**src/rtl/ram_access_ctrl_if.sv**
```systemverilog
// Host write channel of ram_access_ctrl: valid/ready handshake carrying address and data.
interface ram_access_ctrl_if #(
    parameter int ADDR_W = 5,
    parameter int DATA_W = 3
);
    logic              wr_valid;
    logic              wr_ready;
    logic [ADDR_W-1:0] wr_addr;
    logic [DATA_W-1:0] wr_data;

    modport master (output wr_valid, wr_addr, wr_data, input wr_ready);
    modport slave  (input wr_valid, wr_addr, wr_data, output wr_ready);
endinterface

```
**src/rtl/ram_access_ctrl.sv**
```systemverilog
// Owns the RAM address/data/wren inputs: zero-fills after reset or clear_req,
// serves host writes, and scans words back out with the RAM's read latency absorbed.
module ram_access_ctrl #(
    parameter int ADDR_W   = 5,
    parameter int DATA_W   = 3,
    parameter int SCAN_DIV = 4
) (
    input  logic              clock,
    input  logic              reset,
    ram_access_ctrl_if.slave  wr,
    input  logic              clear_req,
    input  logic              scan_en,
    output logic [ADDR_W-1:0] ram_address,
    output logic [DATA_W-1:0] ram_data,
    output logic              ram_wren,
    input  logic [DATA_W-1:0] ram_q,
    output logic [ADDR_W-1:0] rd_addr,
    output logic [DATA_W-1:0] rd_data,
    output logic              rd_valid,
    output logic              busy
);
    localparam int TICK_W = (SCAN_DIV > 1) ? $clog2(SCAN_DIV) : 1;
    localparam logic [TICK_W-1:0] TICK_LAST = TICK_W'(SCAN_DIV - 1);
    localparam logic [ADDR_W-1:0] ADDR_LAST = '1;

    typedef enum logic {CLEAR, RUN} state_t;
    state_t state, state_nxt;

    logic [ADDR_W-1:0] clr_ptr, clr_nxt;
    logic [ADDR_W-1:0] scan_ptr, scan_nxt;
    logic [TICK_W-1:0] tick_cnt, tick_nxt;
    logic [ADDR_W-1:0] addr_nxt;
    logic [DATA_W-1:0] data_nxt;
    logic              wren_nxt;
    logic              issue;
    logic              flush;
    logic              p1_v, p2_v;
    logic [ADDR_W-1:0] p1_a, p2_a;

    always_ff @(posedge clock or posedge reset) begin
        if (reset) state <= CLEAR;
        else       state <= state_nxt;
    end

    always_comb begin
        state_nxt = state;
        case (state)
            CLEAR:   if (clr_ptr == ADDR_LAST) state_nxt = RUN;
            RUN:     if (clear_req) state_nxt = CLEAR;
            default: state_nxt = CLEAR;
        endcase
    end

    always_comb begin
        busy        = (state == CLEAR);
        wr.wr_ready = (state == RUN) && !clear_req;
        flush       = (state == RUN) && clear_req;
        addr_nxt    = ram_address;
        data_nxt    = ram_data;
        wren_nxt    = 1'b0;
        clr_nxt     = clr_ptr;
        scan_nxt    = scan_ptr;
        tick_nxt    = tick_cnt;
        issue       = 1'b0;
        case (state)
            CLEAR: begin
                addr_nxt = clr_ptr;
                data_nxt = '0;
                wren_nxt = 1'b1;
                clr_nxt  = clr_ptr + ADDR_W'(1);
            end
            RUN: begin
                if (clear_req) begin
                    clr_nxt  = '0;
                    scan_nxt = '0;
                    tick_nxt = '0;
                end else if (wr.wr_valid) begin
                    addr_nxt = wr.wr_addr;
                    data_nxt = wr.wr_data;
                    wren_nxt = 1'b1;
                    // a blocked tick parks at its last value so the read goes out next free cycle
                    if (!scan_en)                   tick_nxt = '0;
                    else if (tick_cnt != TICK_LAST) tick_nxt = tick_cnt + TICK_W'(1);
                end else if (scan_en && tick_cnt == TICK_LAST) begin
                    addr_nxt = scan_ptr;
                    scan_nxt = scan_ptr + ADDR_W'(1);
                    tick_nxt = '0;
                    issue    = 1'b1;
                end else begin
                    tick_nxt = scan_en ? tick_cnt + TICK_W'(1) : '0;
                end
            end
            default: ;
        endcase
    end

    always_ff @(posedge clock or posedge reset) begin
        if (reset) begin
            ram_address <= '0;
            ram_data    <= '0;
            ram_wren    <= 1'b0;
            clr_ptr     <= '0;
            scan_ptr    <= '0;
            tick_cnt    <= '0;
        end else begin
            ram_address <= addr_nxt;
            ram_data    <= data_nxt;
            ram_wren    <= wren_nxt;
            clr_ptr     <= clr_nxt;
            scan_ptr    <= scan_nxt;
            tick_cnt    <= tick_nxt;
        end
    end

    // Two stages: RAM latches the address one edge after issue, q is sampled one edge later.
    always_ff @(posedge clock or posedge reset) begin
        if (reset) begin
            p1_v     <= 1'b0;
            p2_v     <= 1'b0;
            p1_a     <= '0;
            p2_a     <= '0;
            rd_valid <= 1'b0;
            rd_addr  <= '0;
            rd_data  <= '0;
        end else if (flush) begin
            p1_v     <= 1'b0;
            p2_v     <= 1'b0;
            rd_valid <= 1'b0;
        end else begin
            p1_v     <= issue;
            if (issue) p1_a <= scan_ptr;
            p2_v     <= p1_v;
            p2_a     <= p1_a;
            rd_valid <= p2_v;
            if (p2_v) begin
                rd_addr <= p2_a;
                rd_data <= ram_q;
            end
        end
    end
endmodule

```
**src/flat_wrapper.sv**
```systemverilog
// flat-port wrapper written by rule: the top's interface ports become plain ports
module ram_access_ctrl_flat 
#(
    parameter int ADDR_W   = 5,
    parameter int DATA_W   = 3,
    parameter int SCAN_DIV = 4
)
  (clock, reset, clear_req, scan_en, ram_address, ram_data, ram_wren, ram_q, rd_addr, rd_data, rd_valid, busy, wr_wr_valid, wr_wr_addr, wr_wr_data, wr_wr_ready);
  ram_access_ctrl_if #(.ADDR_W(ADDR_W), .DATA_W(DATA_W)) wr_i ();
  input  logic clock;
  input  logic reset;
  input  logic clear_req;
  input  logic scan_en;
  output logic [ADDR_W-1:0] ram_address;
  output logic [DATA_W-1:0] ram_data;
  output logic ram_wren;
  input  logic [DATA_W-1:0] ram_q;
  output logic [ADDR_W-1:0] rd_addr;
  output logic [DATA_W-1:0] rd_data;
  output logic rd_valid;
  output logic busy;
  input wire logic [$bits(wr_i.wr_valid)-1:0] wr_wr_valid;
  input wire logic [$bits(wr_i.wr_addr)-1:0] wr_wr_addr;
  input wire logic [$bits(wr_i.wr_data)-1:0] wr_wr_data;
  output wire logic [$bits(wr_i.wr_ready)-1:0] wr_wr_ready;
  assign wr_i.wr_valid = wr_wr_valid;
  assign wr_i.wr_addr = wr_wr_addr;
  assign wr_i.wr_data = wr_wr_data;
  assign wr_wr_ready = wr_i.wr_ready;
  ram_access_ctrl #(.ADDR_W(ADDR_W), .DATA_W(DATA_W), .SCAN_DIV(SCAN_DIV)) u_core (.clock(clock), .reset(reset), .wr(wr_i), .clear_req(clear_req), .scan_en(scan_en), .ram_address(ram_address), .ram_data(ram_data), .ram_wren(ram_wren), .ram_q(ram_q), .rd_addr(rd_addr), .rd_data(rd_data), .rd_valid(rd_valid), .busy(busy));
endmodule
```
**config.mk**
```make
export PLATFORM = sky130hd
export DESIGN_NAME = ram_access_ctrl_flat
export DESIGN_NICKNAME = d
export VERILOG_FILES = /design/src/rtl/ram_access_ctrl_if.sv /design/src/rtl/ram_access_ctrl.sv /design/src/flat_wrapper.sv
export SDC_FILE = /design/constraint.sdc
export NUM_CORES = 1
export LEC_CHECK = 0
export CAP_MARGIN = 20
export CELL_PAD_IN_SITES_DETAIL_PLACEMENT = 1
export CELL_PAD_IN_SITES_GLOBAL_PLACEMENT = 1
export CORE_ASPECT_RATIO = 1.75
export CORE_MARGIN = 3
export CORE_UTILIZATION = 25
export DETAILED_ROUTE_END_ITERATION = 6
export GPL_ROUTABILITY_DRIVEN = 0
export PLACE_DENSITY = 0.48
export SETUP_SLACK_MARGIN = 0.2
export SYNTH_ARGS = -nofsm -noshare
export SYNTH_HDL_FRONTEND = slang
export SYNTH_SLANG_ARGS = --single-unit
export TNS_END_PERCENT = 5
```
**constraint.sdc**
```tcl
create_clock -name clock -period 2.1 [get_ports clock]
set_input_delay 0.21 -clock clock [delete_from_list [all_inputs] [get_ports clock]]
set_output_delay 0.21 -clock clock [all_outputs]
set_load 0.02 [all_outputs]
```
## Word level (Yosys, flattened, before mapping)

Cells that the tools add are included.
Widths: inputs -> output; s select.

| storage, ports and cells | value |
|---|---|
| flip-flop bits (word level) | 43 |
| input bits | 16 |
| output and inout port bits | 20 |
| word-level logic and storage cells | 70 |

| cells by class | value |
|---|---|
| add/sub/neg operators | 3 |
| equality and inequality tests | 9 |
| muxes and demuxes | 31 |
| bitwise logic cells | 2 |
| reduce and logical (&&, ||, !) cells | 11 |

Operator list:

| operator | count |
|---|---|
| $mux 5 | 7 |
| $pmux 5 s2 | 2 |
| $mux 2 | 6 |
| $mux 1 | 11 |
| $add 5x1->5 const B | 2 |
| $ne 2x2->1 const B | 5 |
| $reduce_and 2->1 | 5 |
| $mux 3 | 2 |
| $pmux 3 s2 | 1 |
| $eq 5x5->1 const B | 1 |
| $ne 4x3->1 const B | 1 |
| $pmux 1 s2 | 2 |
| $logic_and 1x1->1 | 3 |
| $ne 3x3->1 const B | 1 |
| $reduce_and 3->1 | 1 |
| $add 2x1->2 const B | 1 |
| $eq 2x2->1 const B | 1 |
| $not 1->1 | 2 |
| $reduce_bool 2->1 | 1 |
| $logic_not 1->1 | 1 |

## Depth between registers and ports, before layout

Gate-level depths: netlist (run 1).

| depth | value |
|---|---|
| depth in word-level cells | 7 |
| depth in mapped cells | 5 |
| depth with buffers taken out | 4 |

## Worst setup path before layout (run 1)

No wires, ideal clock.

| timing | value |
|---|---|
| path kind | reg2reg |
| start | register u_core.tick_cnt[0] |
| end | register u_core.ram_address[0] |
| library setup time | 0.125 ns |
| arrival | 1.325 ns |
| required time | 1.975 ns |
| path slack | 0.651 ns |
| stages on the path, launching flop included | 5 |
| path buffers | 0 |
| clock period less this slack | 1.449 ns |
| cell sequence | dfrtp_1 ha_1 a21oi_1 o21ai_2 mux2_2 |

| on the way | value |
|---|---|
| cells in the longest elaborated chain, start to end | 4 |

Ends and longest elaborated chain:

| what | RTL line | source |
|---|---|---|
| from (decl) | ram_access_ctrl.sv:31 | `logic [TICK_W-1:0] tick_cnt, tick_nxt;` |
| from (signal assigned) | ram_access_ctrl.sv:111 | `tick_cnt <= tick_nxt;` |
| $eq 2x2->1 | ram_access_ctrl.sv:84 | `end else if (scan_en && tick_cnt == TICK_LAST) begin` |
| $logic_and 1x1->1 | ram_access_ctrl.sv:84 |  |
| $ne 3x3->1 (no source line) | n/a |  |
| $reduce_and 2->1 (no source line) | n/a |  |
| to (signal assigned) | ram_access_ctrl.sv:106 | `ram_address <= addr_nxt;` |
| to (decl) | ram_access_ctrl.sv:13 | `output logic [ADDR_W-1:0] ram_address,` |

Every way passes these cells.
A chain may end at the register's enable or synchronous reset.

## Worst setup path in the final report (run 1)

| timing | value |
|---|---|
| start | input port clear_req |
| end | output port wr_wr_ready |

| on the way | value |
|---|---|
| cells in the longest elaborated chain, start to end | 2 |

Ends and longest elaborated chain:

| what | RTL line | source |
|---|---|---|
| from (decl) | flat_wrapper.sv:12 | `input logic clear_req;` |
| $logic_not 1->1 | ram_access_ctrl.sv:56 | `wr.wr_ready = (state == RUN) && !clear_req;` |
| $logic_and 1x1->1 | ram_access_ctrl.sv:56 |  |
| to (decl) | flat_wrapper.sv:25 | `output wire logic [$bits(wr_i.wr_ready)-1:0] wr_wr_ready;` |

Every way passes these cells.

==> metrics.md, run 1 <==
| Metric | Value |
|---|---|
| Final Cycle Share | `87.9%` |
| Crit path DAT | `1.64 ns` |
| Nets | `around 210` |
| Outcome | `completed` |
| DR vias/cell | `4.69` |
| CTS clk-pin slew, worst paths | `roughly 0.060 ns` |
| Unrepaired setup endpoints after global routing | `no` |
| Port bufs | `35` |
| Crit end category | `output port` |
| Slew Limit Headroom | `between 60% and 70%` |
| Hold_buf cts | `0` |
| P&R area growth vs syn | `33.5%` |
| Longest Clk Path Bufs | `2` |
| Synth Area in Simple Gates | `9.64%` |
| Tot GR Track Use | `between 10% and 20%` |
| Minimum clock period | `around 1.8 ns` |
| Main synth FF type | `dfrtp_1` |
| Worst setup path category | `input pin to output port` |
| Overall Power | `2.67 mW` |
| Htree depth | `2` |
| # rows | `41` |
| Top cells by count, synth | `43 x dfrtp_1, 16 x mux2_2, 8 x mux2_4, 8 x mux2i_1, 8 x nor2_1` |
| R2R depth | `4` |
| Final hold vios | `0` |
| Post-Synth XOR/XNOR Area | `less than 1%` |
| Netlist Area Pre-Place | `1930 sq um` |
| Yosys Warn Count | `0` |
| Share of cells above drive strength 1 | `23.7%` |
| Final WL | `4460 microns` |
| Total negative setup slack | `0 ns` |
| Initial antenna violation count | `0` |
| Post-CTS Setup Bufs | `0` |
| Number of DRC markers in iteration 0 | `31` |
| Die X | `slightly above 70 microns` |
| Grt total ovfl | `0` |
| Req. time, crit path | `1.89 ns` |
| DP HPWL | `around 3300 microns` |
| Post-synth EDFFs | `0` |
| TritonCTS Buffers | `5` |
| Most frequent CP cell | `clkdlybuf4s50_1` |
| Wirelength per Cell | `16.4 microns` |
| Compound-Gate Fraction of Synth Area | `8.67%` |
| Vias in the first global route | `1,487` |
| Post-route DRC | `0` |
| Yosys cell types | `40` |
| R2r endpoint | `u_core.p1_a[4]$_DFFE_PP0P_` |
| First-pass GRT wire length | `between 7000 and 8000 microns` |
| Synth Net Count | `163` |
| Hold WC Path Type | `input pin to async pin` |
| Most repeated cell in the gate-level netlist after synthesis | `dfrtp_1` |
| Post-synthesis mux area share | `19.7%` |
| Cell Chain, Critical Path | `clkdlybuf4s50_1 -> nand2b_4 -> inv_1 -> clkdlybuf4s50_1` |
| Pre-Repair DR Iteration Count | `2` |
| Critical R2R Launch | `u_core.tick_cnt[0]$_DFFE_PP0P_` |
| CP max stage delay | `0.64 ns` |
| Fin Clk Skew | `0.00471 ns` |
| Dominant cells by area after synthesis | `dfrtp_1 56%, mux2_2 9.3%, mux2_4 6.2%` |
| Setup Viol. Count Final | `0` |
| Cell taking the most area after synthesis | `dfrtp_1` |
| Seq cells post-synth | `43` |
| Largest net degree at the start of global routing | `44` |
| Routed Antenna Nets | `0` |
| FFs w/ async S/R, synth | `100%` |
| Leakage power | `1.21 nW` |
| Clk_lat worst skew | `0.28 ns` |
| Worst Max-Slew Pin Slew | `0.554 ns` |
| TritonCTS Sinks | `43` |
| Max-slew violation count | `0` |
| Via count | `1,277` |
| CP Launch Type | `input pin` |
| Number of diodes | `0` |
| Core area | `7390 sq um` |
| Peak VDD IR | `0.000612 V` |
| Adder-Cell Fraction of Synth Area | `around 2.6%` |
| Die Y | `around 120 microns` |
| Main combinational cell family by area after synthesis | `multiplexers` |
| CP bufs+invs | `3` |
| CP delay by family, top | `buffers and inverters` |
| R2R Setup Slk | `0.43 ns` |
| DIE AREA | `8860 sq um` |
| Synth top area share | `55.7%` |
| Cell count after synthesis | `143` |
| CTS tree | `built` |
| # resized after CTS | `0` |
| Maximum net fanout on the critical path | `6` |
| Slowest CP cell | `clkdlybuf4s50_1` |
| Sequential-to-total area share from yosys stat | `~56%` |
| Ports | `36` |
| Initial Util | `26.2%` |
| Mean Syn Cell Area | `13.5 sq um` |
| Root Driver | `clkbuf_16` |
| Fmax | `0.542 GHz` |
| Worst Setup SP | `clear_req` |
| Max cap viols | `0` |
| Pwr dens | `1030 nW/um^2` |
## stage by stage
stage / hold WS, ns / util (%) / instances / setup slack [ns] / instance area, sq um
floorplan: 0.358 / - / 143 / 0.651 / 1930
global placement: 0.443 / 32.4 / 264 / 0.221 / 2390
detailed placement: 0.452 / 32.4 / 264 / 0.209 / 2390
CTS: 0.403 / 34.9 / 272 / 0.240 / 2580
global route: 0.447 / 34.9 / 272 / 0.218 / 2580
finish: 0.373 / 34.9 / 272 / 0.254 / 2580
## cell type report
class / instances / area (sq um)
Fill cell: 800 / 4810
Clock buffer: 6 / 129
Timing Repair Buffer: 40 / 388
Sequential cell: 43 / 1080
Tap cell: 86 / 108
Multi-Input combinational cell: 90 / 802
Clock inverter: 2 / 60.1
Inverter: 5 / 18.8
## logic make-up (layout without fill, tap and decap cells)
kind of cell | Yosys count | count (layout)
flops | 43 | 43
mux | 32 | 32
simple gates | 28 | 28
compound gates | 24 | 24
buf+inv | 10 | 53
fa+ha+maj | 4 | 4
xor+xnor | 2 | 2
## flip-flops by register name (all words and copies together) (netlist names), 2 cells and up
name,cells
u_core.rd_addr,5
u_core.ram_address,5
u_core.ram_data,3
u_core.rd_data,3
u_core.p1_a,5
u_core.p2_a,5
u_core.clr_ptr,5
u_core.scan_ptr,5
u_core.tick_cnt,2
## worst max-delay path by stage
stage	endpoint	slack, ns	depth (start not counted)
3_3_place_gp	u_core.p1_a[0]$_DFFE_PP0P_	0.22	4
2_1_floorplan	u_core.ram_address[0]$_DFFE_PP0P_	0.65	4
5_1_grt	wr_wr_ready	0.22	4
6_report	wr_wr_ready	0.25	4
4_1_cts	wr_wr_ready	0.24	4
3_5_place_dp	u_core.p1_a[3]$_DFFE_PP0P_	0.21	4
## where the power goes
part	leakage [nW]	internal (mW)	switching, mW
logic	0.549	0.327	0.310
registers	0.575	0.947	0.0971
clock network	0.0911	0.682	0.306
total	1.21	1.96	0.713
## worst reg2reg max path: cells and delay by family, from the launching register on
family	cells	cell delay [ns]
multiplexers	1	0.37
AND/OR/NAND/NOR	2	0.41
adder cells (fa/ha/maj)	1	0.37
flip-flops	1	0.40
## layout by cell type (no fill, tap or decap), types with 2 or more instances in the layout
master	instances
nand3_1	5
bufinv_16	2
clkdlybuf4s50_1	35
mux2_4	8
mux2_2	16
and2_1	2
dfrtp_1	43
o21ai_0	3
clkbuf_16	5
nor2_1	8
a22o_1	4
ha_1	4
mux2i_1	8
a21o_1	4
buf_4	5
inv_1	4
a21oi_1	6
## routing by layer
layer	GRT usage [%]	part of all wire, %	vias to the layer above
li1	-	-	594
met1	12.1	37	652
met2	20.8	58	26
met3	2.30	3.4	5
met4	3.46	1.4	0
met5	0	0	-
(Power assumes the default switching activity.)
==> run 2, diff against run 1 <==
Settings changed: ABC_AREA set to 1, PLACE_DENSITY 0.48 to 0.51, REMOVE_ABC_BUFFERS set to 1.
==> run 2 against run 1 <==
- global-route usage increased by 1.3 points
- clock power decreased by 18%
- largest power group unchanged
- total power decreased by 5.5%
==> metrics.md, run 2 <==
| Metric | Value |
|---|---|
| Outcome | `completed` |
| Crit path DAT | `about 1.6 ns` |
| Port bufs | `35` |
| TritonCTS Buffers | `5` |
| Nets | `291` |
| CP Launch Type | `flop` |
| Number of DRC markers in iteration 0 | `40` |
| Root Driver | `clkbuf_16` |
| Commonest non-fill, non-tap cell in the layout | `nand2_1` |
| Switching part of the total | `between 30 and 40%` |
| CP Depth | `2` |
| CTS clk-pin slew, worst paths | `0.06 ns` |
| Worst setup path category | `flop to output port` |
| Post-synth EDFFs | `0` |
| P&R area growth vs syn | `31.8%` |
| Yosys cell types | `21` |
| Main synth FF type | `dfrtp_1` |
| Max-slew violation count | `0` |
| Worst Setup EP | `busy` |
| Crit end category | `output port` |
| Post-CTS Setup Bufs | `0` |
| Placed insts | `352` |
| Largest net degree at the start of global routing | `28` |
| P_int | `1.75 mW` |
| Number of diodes | `0` |
| TritonCTS Sinks | `43` |
| Worst setup margin | `0.295 ns` |
| Pre-Repair DR Iteration Count | `4` |
| FFs w/ async S/R, synth | `between 90% and 100%` |
| Seq cells post-synth | `43` |
| Vias in the first global route | `between 1,500 and 2,000` |
| Hold_buf cts | `0` |
| CP max stage delay | `0.64 ns` |
| DIE AREA | `8960 sq um` |
| Cell taking the most area after synthesis | `dfrtp_1` |
| Slew Limit Headroom | `between 50 and 60%` |
| Final hold vios | `0` |
| Final WL | `4900 microns` |
| Footprint of the multi-input gates | `732 sq um` |
| Cell Chain, Critical Path | `inv_2 -> clkdlybuf4s50_1` |
| Clk_lat worst skew | `0.28 ns` |
| Via count | `roughly 1,600` |
| Dominant cells by area after synthesis | `dfrtp_1 55%, nand2_1 17%, nand3_1 6.7%` |
| DR vias/cell | `4.39` |
| Worst Setup SP | `u_core.state$_DFF_PP0_` |
| Commonest cells after routing, fill and taps aside | `88 x nand2_1, 43 x dfrtp_1, 35 x clkdlybuf4s50_1, 26 x nand3_1, 20 x inv_1` |
| Unrepaired setup endpoints after global routing | `no` |
| Critical R2R Launch | `u_core.state$_DFF_PP0_` |
| Die X | `72.8 microns` |
| Most repeated cell in the gate-level netlist after synthesis | `nand2_1` |
| Sequential cell area | `1080 sq um` |
| Setup Viol. Count Final | `0` |
| Final std cells w/o fill | `360` |
| Synth top area share | `55.1%` |
| Ports | `36` |
| Fin Clk Skew | `about 0.0046 ns` |
| R2r endpoint | `u_core.rd_data[0]$_DFFE_PP0P_` |
| Longest Clk Path Bufs | `2` |
| Leakage power | `1.28 nW` |
| Minimum clock period | `1.80 ns` |
| R2R Setup Slk | `0.54 ns` |
| Req. time, crit path | `1.89 ns` |
| Reg power frac | `41.6%` |
| DP HPWL | `3710 microns` |
| Yosys Warn Count | `0` |
| Initial Util | `25.8%` |
| Pwr dens | `979 nW/um^2` |
| Hold WC Path Type | `input pin to async pin` |
| Sequential-to-total area share from yosys stat | `55.1%` |
| # rows | `42` |
| Power share of the combinational group | `between 20% and 30%` |
| Post-route DRC | `0` |
| Die Y | `123 microns` |
| CP bufs+invs | `2` |
| Mean Syn Cell Area | `roughly 8.5 sq um` |
| Grt total ovfl | `0` |
| # resized after CTS | `0` |
| Core area | `7570 sq um` |
| First-pass GRT wire length | `8280 microns` |
| Max cap viols | `0` |
| Share of cells above drive strength 1 | `9.19%` |
| Htree depth | `2` |
| Maximum net fanout on the critical path | `11` |
| CTS tree | `built` |
| Worst Max-Slew Pin Slew | `0.676 ns` |
| Total negative setup slack | `0 ns` |
| CP delay by family, top | `buffers and inverters` |
| Fmax | `0.554 GHz` |
| Tot GR Track Use | `12.3%` |
| Peak VDD IR | `0.000467 V` |
| Wirelength per Cell | `around 14 microns` |
| Layout fillers | `925` |
| Clk pwr share | `32.3%` |
| Slowest CP cell | `clkdlybuf4s50_1` |
| Net Sw Power | `0.771 mW` |
| Final core occ | `34.0%` |
| Final Cycle Share | `85.9%` |
| Post-place setup slack | `0.335 ns` |
| Initial antenna violation count | `0` |
| Netlist Area Pre-Place | `between 1500 and 2000 sq um` |
| Routed Antenna Nets | `0` |
| Top cells by count, synth | `88 x nand2_1, 43 x dfrtp_1, 26 x nand3_1` |
| Cell count after synthesis | `229` |
| R2R depth | `6` |
## run 2: power groups by stage
stage	clock network (mW)	registers, mW	logic [mW]
finish	0.813	1.05	0.660
global route	0.885	1.07	0.765
CTS	0.853	1.05	0.683
detailed placement	0	1.06	0.680
global placement	0	1.06	0.674
floorplan	0	1.11	0.334
## run 2: cell families (layout without fill, tap and decap cells)
group / Yosys count / in the layout / synth area share, %
flops: 43 / 43 / 55.1
simple gates: 130 / 130 / 29.1
compound gates: 21 / 21 / 5.76
fa+ha+maj: 4 / 4 / 2.56
buf+inv: 31 / 74 / 7.49
## run 2: how the worst min path moves through the flow
stage | from | to | slack, ns | depth (start not counted)
6_report | reset | u_core.ram_data[0]$_DFFE_PP0P_ | 0.25 | 2
5_1_grt | reset | u_core.ram_data[0]$_DFFE_PP0P_ | 0.30 | 2
4_1_cts | reset | u_core.ram_data[0]$_DFFE_PP0P_ | 0.27 | 2
3_5_place_dp | u_core.p1_v$_DFF_PP0_ | u_core.p2_v$_DFF_PP0_ | 0.44 | 1
3_3_place_gp | u_core.p1_v$_DFF_PP0_ | u_core.p2_v$_DFF_PP0_ | 0.44 | 1
2_1_floorplan | ram_q[0] | u_core.rd_data[0]$_DFFE_PP0P_ | 0.32 | 2
## run 2: routing by layer
metal,share of wire [%],global-route usage (%),up-vias
met5,0,0,-
met4,1.9,5.20,0
met3,2.5,2.44,6
met2,57,23.0,21
met1,39,13.1,747
li1,-,-,805
## run 2: through the flow
stage / power (mW) / hold WS, ns / cell area (sq um)
global placement: 1.73 / 0.437 / 2420
CTS: 2.59 / 0.270 / 2570
detailed placement: 1.74 / 0.444 / 2420
global route: 2.72 / 0.296 / 2570
finish: 2.52 / 0.254 / 2570
floorplan: 1.45 / 0.320 / 1910
## run 2: final cells by class
class | instances | area share [%]
Multi-Input combinational cell | 155 | 28.4
Timing Repair Buffer | 40 | 15.5
Sequential cell | 43 | 41.8
Inverter | 26 | 3.89
Tap cell | 88 | 4.28
Clock buffer | 8 | 6.07
## run 2: worst reg2reg max path: stages (launching register included)
cell,delay (ns)
dfrtp_1,0.50
buf_4,0.20
nand2_2,0.21
nand2_2,0.32
inv_2,0.10
nand2_1,0.07
nand2_1,0.05
